<file path="config.mk">
export PLATFORM = sky130hd
export DESIGN_NAME = acc_cmdin_receiver_flat
export DESIGN_NICKNAME = d
export VERILOG_FILES = /design/src/rtl/acc_cmdin_receiver_if.sv /design/src/rtl/acc_cmdin_receiver.sv /design/src/flat_wrapper.sv
export SDC_FILE = /design/constraint.sdc
export NUM_CORES = 2
export LEC_CHECK = 0
export ABC_AREA = 1
export CAP_MARGIN = 20
export CORE_MARGIN = 5
export CORE_UTILIZATION = 45
export CTS_CLUSTER_DIAMETER = 150
export DETAILED_ROUTE_END_ITERATION = 8
export PLACE_DENSITY_LB_ADDON = 0.2
export SLEW_MARGIN = 20
export SYNTH_ARGS = -nofsm -noshare
export SYNTH_HDL_FRONTEND = slang
export SYNTH_SLANG_ARGS = --single-unit
</file>
<file path="constraint.sdc">
create_clock -name clk -period 8.6 [get_ports clk]
set_input_delay 1.72 -clock clk [delete_from_list [all_inputs] [get_ports clk]]
set_output_delay 1.72 -clock clk [all_outputs]
set_load 0.05 [all_outputs]
</file>
<file path="src/rtl/acc_cmdin_receiver_if.sv">
// acc_cmdin_receiver_if
//   cmdin AXI-Stream bundle between the OmpSs Manager interconnect (master)
//   and the accelerator-side command receiver (slave).
//   tvalid/tready : beat handshake
//   tdata         : 64-bit command word
//   tlast         : final beat of a command
//   tdest         : destination accelerator id
interface acc_cmdin_receiver_if;
  logic        tvalid;
  logic        tready;
  logic [63:0] tdata;
  logic        tlast;
  logic [7:0]  tdest;

  modport master (output tvalid, tdata, tlast, tdest, input tready);
  modport slave  (input tvalid, tdata, tlast, tdest, output tready);
endinterface

</file>
<file path="src/rtl/acc_cmdin_receiver.sv">
// acc_cmdin_receiver
//   Terminates the cmdin stream, parses EXEC / EXEC_PERI / SETUP_HW_INST
//   commands into a local task descriptor plus argument/flag store, and
//   holds the descriptor for the core behind task_valid/task_ready.
//   Ports:
//     clk, rst            : clock, synchronous active-high reset
//     cmdin (slave)       : command stream
//     task_*              : descriptor and its valid/ready handshake
//     arg_raddr/rdata/rflag : registered argument store read port (1 cycle)
//     inst_*              : instrumentation setup (inst_valid is a 1-cycle pulse)
//     err / err_clr       : sticky protocol error and its clear (set wins)
//
// state   | meaning
// --------+-----------------------------------------------------------
// HEADER  | waiting for the command header beat
// TID     | expecting task id (or instrumentation buffer address)
// PTID    | expecting parent task id
// PERIOD  | expecting {period, repetitions} of a periodic task
// ARGFLAG | expecting {arg index, flag byte} for argument argidx
// ARG     | expecting the 64-bit value of argument argidx
// BUSY    | descriptor presented to the core, stream stalled
// DRAIN   | discarding the rest of a bad command up to tlast
module acc_cmdin_receiver #(
  parameter int         MAX_ARGS = 15,
  parameter logic [7:0] ACC_ID   = 8'd0
) (
  input  logic        clk,
  input  logic        rst,
  acc_cmdin_receiver_if.slave cmdin,
  output logic        task_valid,
  input  logic        task_ready,
  output logic [7:0]  task_code,
  output logic        task_comp,
  output logic [3:0]  task_nargs,
  output logic [63:0] task_tid,
  output logic [63:0] task_ptid,
  output logic [31:0] task_period,
  output logic [31:0] task_nrep,
  input  logic [3:0]  arg_raddr,
  output logic [63:0] arg_rdata,
  output logic [7:0]  arg_rflag,
  output logic        inst_valid,
  output logic [63:0] inst_addr,
  output logic [23:0] inst_slots,
  output logic        err,
  input  logic        err_clr
);

  localparam logic [7:0] EXEC_TASK_CODE      = 8'h01;
  localparam logic [7:0] SETUP_HW_INST_CODE  = 8'h02;
  localparam logic [7:0] EXEC_PERI_TASK_CODE = 8'h05;
  localparam int CMD_TYPE_L      = 0;
  localparam int CMD_TYPE_H      = 7;
  localparam int NUM_ARGS_OFFSET = 8;
  localparam int COMPF_L         = 32;
  localparam int COMPF_H         = 32;
  localparam int ARG_FLAG_L      = 0;
  localparam int ARG_FLAG_H      = 7;
  localparam logic [7:0] MAX_ARGS_B = 8'(MAX_ARGS);
  localparam logic [4:0] MAX_ARGS_W = 5'(MAX_ARGS);

  typedef enum logic [2:0] {
    S_HEADER, S_TID, S_PTID, S_PERIOD, S_ARGFLAG, S_ARG, S_BUSY, S_DRAIN
  } state_t;

  state_t      state_q, state_d;
  logic        err_set;
  logic        tready_q, task_valid_q, inst_valid_q, err_q;
  logic [7:0]  code_q, nargs_q;
  logic        comp_q;
  logic [23:0] slots_q;
  logic [63:0] tid_q, ptid_q, inst_addr_q;
  logic [31:0] period_q, nrep_q;
  logic [23:0] inst_slots_q;
  logic [3:0]  argidx_q;
  logic [63:0] arg_mem [MAX_ARGS];
  logic [7:0]  flag_mem [MAX_ARGS];
  logic [63:0] arg_rdata_q;
  logic [7:0]  arg_rflag_q;

  logic       beat, hdr_ok, last_arg, idx_ok;
  logic [7:0] hdr_code, hdr_nargs;

  assign beat      = cmdin.tvalid && tready_q;
  assign hdr_code  = cmdin.tdata[CMD_TYPE_H:CMD_TYPE_L];
  assign hdr_nargs = cmdin.tdata[NUM_ARGS_OFFSET +: 8];
  assign last_arg  = (({4'd0, argidx_q} + 8'd1) == nargs_q);
  assign idx_ok    = (cmdin.tdata[63:32] == {28'd0, argidx_q});

  // The SETUP header carries the slot count over the nargs field, so the
  // argument-count limit only applies to task commands.
  always_comb begin
    hdr_ok = 1'b0;
    if (cmdin.tdest == ACC_ID) begin
      if (hdr_code == SETUP_HW_INST_CODE)
        hdr_ok = 1'b1;
      else if (hdr_code == EXEC_TASK_CODE || hdr_code == EXEC_PERI_TASK_CODE)
        hdr_ok = (hdr_nargs <= MAX_ARGS_B);
    end
  end

  // Every error exits to DRAIN, unless the offending beat was itself the
  // last one, in which case the next beat is already a new header.
  always_comb begin
    state_d = state_q;
    err_set = 1'b0;
    unique case (state_q)
      S_HEADER: if (beat) begin
        if (cmdin.tlast) err_set = 1'b1;
        else if (!hdr_ok) begin err_set = 1'b1; state_d = S_DRAIN; end
        else state_d = S_TID;
      end
      S_TID: if (beat) begin
        if (code_q == SETUP_HW_INST_CODE) begin
          if (cmdin.tlast) state_d = S_HEADER;
          else begin err_set = 1'b1; state_d = S_DRAIN; end
        end else if (cmdin.tlast) begin
          err_set = 1'b1; state_d = S_HEADER;
        end else state_d = S_PTID;
      end
      S_PTID, S_PERIOD: if (beat) begin
        if (state_q == S_PTID && code_q == EXEC_PERI_TASK_CODE) begin
          if (cmdin.tlast) begin err_set = 1'b1; state_d = S_HEADER; end
          else state_d = S_PERIOD;
        end else if (nargs_q != 8'd0) begin
          if (cmdin.tlast) begin err_set = 1'b1; state_d = S_HEADER; end
          else state_d = S_ARGFLAG;
        end else if (cmdin.tlast) state_d = S_BUSY;
        else begin err_set = 1'b1; state_d = S_DRAIN; end
      end
      S_ARGFLAG: if (beat) begin
        if (cmdin.tlast) begin err_set = 1'b1; state_d = S_HEADER; end
        else if (!idx_ok) begin err_set = 1'b1; state_d = S_DRAIN; end
        else state_d = S_ARG;
      end
      S_ARG: if (beat) begin
        if (last_arg) begin
          if (cmdin.tlast) state_d = S_BUSY;
          else begin err_set = 1'b1; state_d = S_DRAIN; end
        end else if (cmdin.tlast) begin
          err_set = 1'b1; state_d = S_HEADER;
        end else state_d = S_ARGFLAG;
      end
      S_BUSY:  if (task_ready) state_d = S_HEADER;
      S_DRAIN: if (beat && cmdin.tlast) state_d = S_HEADER;
      default: state_d = S_HEADER;
    endcase
  end

  always_ff @(posedge clk) begin
    if (rst) begin
      state_q      <= S_HEADER;
      tready_q     <= 1'b0;
      task_valid_q <= 1'b0;
      inst_valid_q <= 1'b0;
      err_q        <= 1'b0;
      code_q       <= '0;
      nargs_q      <= '0;
      comp_q       <= 1'b0;
      slots_q      <= '0;
      tid_q        <= '0;
      ptid_q       <= '0;
      period_q     <= '0;
      nrep_q       <= 32'd1;
      argidx_q     <= '0;
      inst_addr_q  <= '0;
      inst_slots_q <= '0;
    end else begin
      state_q      <= state_d;
      tready_q     <= (state_d != S_BUSY);
      task_valid_q <= (state_d == S_BUSY);
      inst_valid_q <= 1'b0;
      if (err_clr) err_q <= 1'b0;
      if (err_set) err_q <= 1'b1;

      if (beat) begin
        unique case (state_q)
          S_HEADER: if (state_d == S_TID) begin
            code_q   <= hdr_code;
            nargs_q  <= hdr_nargs;
            comp_q   <= cmdin.tdata[COMPF_H:COMPF_L];
            slots_q  <= cmdin.tdata[31:8];
            period_q <= '0;
            nrep_q   <= 32'd1;
            argidx_q <= '0;
          end
          S_TID: begin
            tid_q <= cmdin.tdata;
            if (code_q == SETUP_HW_INST_CODE && !err_set) begin
              inst_addr_q  <= cmdin.tdata;
              inst_slots_q <= slots_q;
              inst_valid_q <= 1'b1;
            end
          end
          S_PTID:   ptid_q <= cmdin.tdata;
          S_PERIOD: begin
            period_q <= cmdin.tdata[63:32];
            nrep_q   <= cmdin.tdata[31:0];
          end
          S_ARG:    argidx_q <= argidx_q + 4'd1;
          default:  ;
        endcase
      end
    end
  end

  // Argument store: no reset, contents after reset are don't-care.
  always_ff @(posedge clk) begin
    if (beat && state_q == S_ARGFLAG && !cmdin.tlast && idx_ok)
      flag_mem[argidx_q] <= cmdin.tdata[ARG_FLAG_H:ARG_FLAG_L];
    if (beat && state_q == S_ARG)
      arg_mem[argidx_q] <= cmdin.tdata;
  end

  always_ff @(posedge clk) begin
    if (rst) begin
      arg_rdata_q <= '0;
      arg_rflag_q <= '0;
    end else if ({1'b0, arg_raddr} < MAX_ARGS_W) begin
      arg_rdata_q <= arg_mem[arg_raddr];
      arg_rflag_q <= flag_mem[arg_raddr];
    end else begin
      arg_rdata_q <= '0;
      arg_rflag_q <= '0;
    end
  end

  assign cmdin.tready = tready_q;
  assign task_valid   = task_valid_q;
  assign task_code    = code_q;
  assign task_comp    = comp_q;
  assign task_nargs   = nargs_q[3:0];
  assign task_tid     = tid_q;
  assign task_ptid    = ptid_q;
  assign task_period  = period_q;
  assign task_nrep    = nrep_q;
  assign arg_rdata    = arg_rdata_q;
  assign arg_rflag    = arg_rflag_q;
  assign inst_valid   = inst_valid_q;
  assign inst_addr    = inst_addr_q;
  assign inst_slots   = inst_slots_q;
  assign err          = err_q;

endmodule

</file>
<file path="src/flat_wrapper.sv">
// flat-port wrapper written by rule: the top's interface ports become plain ports
module acc_cmdin_receiver_flat 
#(
  parameter int         MAX_ARGS = 15,
  parameter logic [7:0] ACC_ID   = 8'd0
)
  (clk, rst, task_valid, task_ready, task_code, task_comp, task_nargs, task_tid, task_ptid, task_period, task_nrep, arg_raddr, arg_rdata, arg_rflag, inst_valid, inst_addr, inst_slots, err, err_clr, cmdin_tvalid, cmdin_tdata, cmdin_tlast, cmdin_tdest, cmdin_tready);
  acc_cmdin_receiver_if cmdin_i ();
  input  logic clk;
  input  logic rst;
  output logic task_valid;
  input  logic task_ready;
  output logic [7:0] task_code;
  output logic task_comp;
  output logic [3:0] task_nargs;
  output logic [63:0] task_tid;
  output logic [63:0] task_ptid;
  output logic [31:0] task_period;
  output logic [31:0] task_nrep;
  input  logic [3:0] arg_raddr;
  output logic [63:0] arg_rdata;
  output logic [7:0] arg_rflag;
  output logic inst_valid;
  output logic [63:0] inst_addr;
  output logic [23:0] inst_slots;
  output logic err;
  input  logic err_clr;
  input wire logic [$bits(cmdin_i.tvalid)-1:0] cmdin_tvalid;
  input wire logic [$bits(cmdin_i.tdata)-1:0] cmdin_tdata;
  input wire logic [$bits(cmdin_i.tlast)-1:0] cmdin_tlast;
  input wire logic [$bits(cmdin_i.tdest)-1:0] cmdin_tdest;
  output wire logic [$bits(cmdin_i.tready)-1:0] cmdin_tready;
  assign cmdin_i.tvalid = cmdin_tvalid;
  assign cmdin_i.tdata = cmdin_tdata;
  assign cmdin_i.tlast = cmdin_tlast;
  assign cmdin_i.tdest = cmdin_tdest;
  assign cmdin_tready = cmdin_i.tready;
  acc_cmdin_receiver #(.MAX_ARGS(MAX_ARGS), .ACC_ID(ACC_ID)) u_core (.clk(clk), .rst(rst), .cmdin(cmdin_i), .task_valid(task_valid), .task_ready(task_ready), .task_code(task_code), .task_comp(task_comp), .task_nargs(task_nargs), .task_tid(task_tid), .task_ptid(task_ptid), .task_period(task_period), .task_nrep(task_nrep), .arg_raddr(arg_raddr), .arg_rdata(arg_rdata), .arg_rflag(arg_rflag), .inst_valid(inst_valid), .inst_addr(inst_addr), .inst_slots(inst_slots), .err(err), .err_clr(err_clr));
endmodule
</file>
# Yosys cells after proc, flatten, opt, wreduce, memory -nomap -nowiden
# Memory sizes are Yosys's and may differ from the RTL's. A register that Yosys moved wholly into a read port is not among the register bits.
# Cells that the tools add are included.
# totals
ram_bits	1080
reg_bits	332
output_inout_bits	369
inputBits	82
wordCells	122
mem_count	2
# op_classes
n_eq_ne	18
magnitude_cmp	2
reduce_logical	26
mux	53
n_addsub	2
n_bitwise	3
# memory_table
name	words	word_bits	read_ports	rd_ports_with_merged_regs	wr	line_no	source
u_core.arg_mem	15	64	1	1	1	acc_cmdin_receiver.sv:76	logic [63:0] arg_mem [MAX_ARGS];
u_core.flag_mem	15	8	1	1	1	acc_cmdin_receiver.sv:77	logic [7:0] flag_mem [MAX_ARGS];
# op_table
op	n
$pmux 32 s2	2
$mux 32	2
$mux 3	16
$eq 32x4->1	1
$mux 1	26
$pmux 3 s7	1
$eq 8x2->1 const B	2
$eq 8x3->1 const B	2
$eq 3x3->1 const B	5
$reduce_and 3->1	4
$eq 8x1->1 const B	1
$eq 8x8->1	1
$le 8x4->1 const B	1
$logic_and 1x1->1	8
$logic_not 8->1	1
$pmux 4 s2	1
$reduce_bool 8->1	1
$eq 3x1->1 const B	2
$eq 3x2->1 const B	2
$mux 2	3
$reduce_bool 2->1	3
$add 4x1->5 const B	1
$pmux 1 s5	1
$add 4x1->4 const B	1
other kinds (11)	16

# Logic depth before layout (Yosys ltp)
# logic_depth
word_depth	12
depth_mapped	20

# Worst setup path before layout
# No wires, ideal clock.
# synth_timing
path_type	input-to-reg
startpoint	input cmdin_tvalid
endpoint	memory u_core.arg_mem[10][0], enable pin
t_required_ns	8.113
path_buffers	1
stages	5
setup_slack_ns	3.133
setup_ns	0.487
t_arrival_ns	4.980
cell_sequence	nand2_1 > inv_2 > nand2_1 > clkbuf_1 > nor2_1
# synth_via
elab_chain_len	4
# synth_rtl
element	line_no	source
start: declaration	flat_wrapper.sv:28	input wire logic [$bits(cmdin_i.tvalid)-1:0] cmdin_tvalid;
$logic_and 1x1->1	acc_cmdin_receiver.sv:84	assign beat = cmdin.tvalid && tready_q;
$logic_and 1x1->1	acc_cmdin_receiver.sv:211	if (beat && state_q == S_ARG)
$mux 1	acc_cmdin_receiver.sv:211	
$mux 1 (implied by the code)	acc_cmdin_receiver.sv:212	arg_mem[argidx_q] <= cmdin.tdata;
end: declaration	acc_cmdin_receiver.sv:76	
# Every way passes these cells.

# Worst setup path after layout
# layout_timing
startpoint	input cmdin_tdata[51]
endpoint	register u_core.inst_slots_q[16] (netlist: u_core.inst_slots[16])
# layout_via
elab_chain_len	8
# layout_rtl
element	line_no	source
start: declaration	flat_wrapper.sv:29	input wire logic [$bits(cmdin_i.tdata)-1:0] cmdin_tdata;
$eq 32x4->1	acc_cmdin_receiver.sv:88	assign idx_ok = (cmdin.tdata[63:32] == {28'd0, argidx_q});
$mux 1	acc_cmdin_receiver.sv:133	else if (!idx_ok) begin err_set = 1'b1; state_d = S_DRAIN; end
$mux 1	acc_cmdin_receiver.sv:132	if (cmdin.tlast) begin err_set = 1'b1; state_d = S_HEADER; end
$mux 1	acc_cmdin_receiver.sv:131	S_ARGFLAG: if (beat) begin
$pmux 1 s5	acc_cmdin_receiver.sv:107	unique case (state_q)
$logic_not 1->1	acc_cmdin_receiver.sv:189	if (code_q == SETUP_HW_INST_CODE && !err_set) begin
$logic_and 1x1->1	acc_cmdin_receiver.sv:189	
$reduce_and 3->1 (no line)	n/a	
end signal: assignment	acc_cmdin_receiver.sv:191	inst_slots_q <= slots_q;
end: declaration	acc_cmdin_receiver.sv:74	logic [23:0] inst_slots_q;
# Every way passes these cells.
# A chain may end at the register's enable or synchronous reset.

==> summary.txt <==
Critical path
  – Critical path required time: 9.24 ns
  – Crit path buf inv count: 2
  – Crit path launch: cmdin_tdata[51]
  – Reg2Reg Depth: 17
  – Stages on worst setup path: 14
  – Critical path destination: u_core.inst_slots[16]
  – CP most frequent cell: nand2_1
  – Worst path cell trace: clkdlybuf4s50_1, nor2_1, nand4_1, nor2_1, and2_1, nand2_1, nand2_1, nand2_1, nand2_1, nand2_4, buf_4, nand2_1, nand2_1, nor2_1
  – Crit-path max cell delay: 1.01 ns
  – Top Family by Delay on Critical Path: buffers and inverters
  – RR Startpoint: u_core.argidx_q[2]
  – Crit start category: primary input
  – WS Path Type: in2reg
  – Slowest-stage cell, CP: clkdlybuf4s50_1
  – R2r setup slk: 4.10 ns
  – Worst EP arrival: 5.50 ns
  – Worst Path Max Fanout: 96
  – R2R Path End: u_core.inst_slots[16]
  – Worst setup EP type: flip-flop

Synth
  – Post-synthesis adder-cell area fraction: 0.177%
  – Sequential area share after synthesis: 71.2%
  – Netlist cell types: 42
  – Syn Area/Cell: 11.0 um^2
  – Area leader, netlist: edfxtp_1
  – Yosys warns: 0
  – Flops & latches, synth: 1476
  – Async S/R FF share, synth: 0%
  – Mapped Cells: 5142
  – Post-synth EDFFs: 1080
  – Xor and xnor area share after synthesis: 0.0618%
  – Synth Cell Area: 56700 um^2
  – Combinational family with the most area after synthesis: simple AND/OR/NAND/NOR gates
  – Synth Flop Type: edfxtp_1
  – Synth Area in Compound Gates: 10.9%
  – Synth top area share: 57.2%
  – Cells taking the most area after synthesis: edfxtp_1 (57%), dfxtp_1 (14%), nor2_1 (8.1%)
  – Syn_nets: 5232
  – Mux cell area share after synthesis: 0.0177%
  – Post-Synth Simple-Gate Area: 13.8%

Route
  – Drt via density: 5.58
  – Vias: 40700
  – Antenna viol nets, final: 0
  – DR WL/cell: 24.7 um
  – Initial DRC Count: 4219
  – WL final: 180000 um
  – DR pass1 iterations: 5
  – Residual DRC: 0

Clock tree
  – Post-CTS Setup Inserts: 0
  – Root buf cell: clkbuf_16
  – Max Root-Sink Buffers: 3
  – CTS resizes: 0
  – Total CTS buffers: 152
  – CTS tree: done
  – CTS sink cnt: 1476
  – Worst-path clk slew: 0.06 ns
  – Worst-Skew Late Latency: 0.75 ns
  – # hold bufs at CTS: 0
  – H-tree Lvls: 4

Hold path
  – Hold path start: u_core.task_code[4]
  – Hold path cells: 2
  – HP Class: reg2reg

Finish
  – Layout cells sized above 1: 6.45%
  – P&R area growth vs syn: 19.5%
  – Final nets: 5598
  – Design Area, Final: 67700 um^2
  – Fillers: 10600
  – Core Util, Final: 54.0%

Pwr
  – Power per cell area: 249 nW/um^2
  – Max IR drop VDD: 171 uV
  – Leakage: 0.0242 uW

Timing
  – Setup violations, final: 0
  – Max-slew violations: 0
  – Fin crit share: 56.5%
  – Worst Skew: 0.0232 ns
  – Total Neg Setup Slack: 0 ns
  – Peak Freq: 206 MHz
  – Hold Vio Cnt, Final: 0
  – Minimum clock period: 4.86 ns
  – Slew at the pin closest to its max-slew limit: 1.17 ns
  – RSZ-0062 raised after global routing: false
  – Max-slew headroom: 21.8%

Global routing
  – Tot GR Track Use: 26.4%
  – Grt ovf: 0
  – Largest net degree at the start of global routing: 194
  – Vias in the first global route: 38800
  – First-pass GRT wire length: 261000 um
  – Antenna violations before repair: 7

Job
  – Max-cap check violation count: 0

Placement
  – Final HPWL DP: 101000 um
  – # port buffers: 450
  – Cell area after placement: 62900 um^2
  – Placer Congestion: 0.865

Floorplanning
  – Initial core utilization: 45.2%
  – Die Span X: 365 um
  – CORE AREA: 125000 um^2
  – Ports: 451
  – Row count: 130
  – Die area: 133000 um^2
  – Die height: 365 um

Outcome
  – Outcome: finished clean
==> state kept, by name, summed over array words and instances (netlist names) <==
| register | flops |
|---|---|
| u_core.arg_mem | 960 |
| u_core.argidx_q | 4 |
| u_core.state_q | 3 |
| u_core.inst_valid | 1 |
| u_core.task_code | 8 |
| u_core.task_valid | 1 |
| u_core.cmdin.tready | 1 |
| u_core.arg_rflag | 8 |
| u_core.arg_rdata | 64 |
| u_core.task_period | 32 |
| u_core.task_comp | 1 |
| u_core.inst_addr | 64 |
| u_core.task_nrep | 32 |
| u_core.err | 1 |
| u_core.inst_slots | 24 |
| u_core.flag_mem | 120 |
| u_core.task_ptid | 64 |
| u_core.task_tid | 64 |
| u_core.slots_q | 24 |
==> report_power, final <==
group	internal, uW	switching [uW]	leakage [uW]
Combinational	662	1790	0.00892
Clock	3720	2700	0.00235
Sequential	7830	149	0.0129
Total	12200	4640	0.0242
==> kinds of logic (layout without fill, tap and decap cells) <==
| kind of cell | Yosys count | in the layout |
|---|---|---|
| compound gates | 1077 | 1077 |
| xor+xnor | 4 | 4 |
| fa+ha+maj | 8 | 8 |
| buf+inv | 543 | 1033 |
| flops | 1476 | 1476 |
| mux | 1 | 1 |
| other cells | 0 | 2 |
| simple gates | 2033 | 2033 |
==> metrics by stage <==
step	total power (uW)	cells	setup WS [ns]	hold slack, ns
2_1_floorplan	9650	5142	3.13	0.455
3_3_place_gp	10500	7003	3.13	0.460
3_5_place_dp	10500	7004	3.01	0.463
4_1_cts	16900	7282	3.82	0.475
5_1_grt	17400	7282	3.45	0.495
6_report	16800	7284	3.74	0.478
==> worst min-delay path by stage <==
stage | to | slack, ns
finish | u_core.task_code[4] | 0.48
global route | u_core.task_code[4] | 0.49
CTS | u_core.task_code[3] | 0.48
detailed placement | u_core.task_code[6] | 0.46
global placement | u_core.task_code[4] | 0.46
floorplan | u_core.inst_slots[10] | 0.46
==> cell usage in the layout (no fill, tap or decap), types with 111 or more instances in the layout <==
master and n:
nor2_1 1204, nand3_1 111, a21oi_1 140, clkdlybuf4s50_1 446
nand2_1 675, inv_1 182, o21ai_0 639, clkbuf_16 158
o22ai_1 137, edfxtp_1 1080, dfxtp_1 396
==> worst reg2reg max path: cells and delay by family, from the launching register on <==
family	cells	cell delay, ns
fa+ha+maj	1	0.30
buf+inv	2	1.20
compound gates	2	0.36
flops	1	0.77
simple gates	12	1.73
==> cell type report <==
| class | instances | area [um^2] | share of cell area (%) |
|---|---|---|---|
| well taps | 1650 | 2060 | 3.05 |
| clock buffers | 228 | 4370 | 6.45 |
| inverters | 197 | 762 | 1.12 |
| flip-flops and latches | 1476 | 40400 | 59.6 |
| multi-input cells | 3123 | 14300 | 21.2 |
| repair buffers | 558 | 5390 | 7.95 |
| clock inverters | 50 | 469 | 0.693 |
| diodes | 2 | 5.00 | 0.00739 |
==> cell usage after synthesis, types with 37 or more instances <==
library cell  number
nor2_1          1220
edfxtp_1        1080
nand2_1          677
o21ai_0          639
dfxtp_1          396
clkbuf_1         271
inv_1            188
a21oi_1          141
o22ai_1          137
nand3_1          111
buf_2             46
o221ai_1          37
==> per-layer routing <==
layer	track usage, %	vias up	share of wire (%)
met4	8.61	0	3.1
li1	-	18500	-
met2	42.1	1766	46
met1	35.6	20100	41
met5	0	-	0
met3	6.97	280	9.7
No activity file was read; power rests on OpenSTA's default activity.
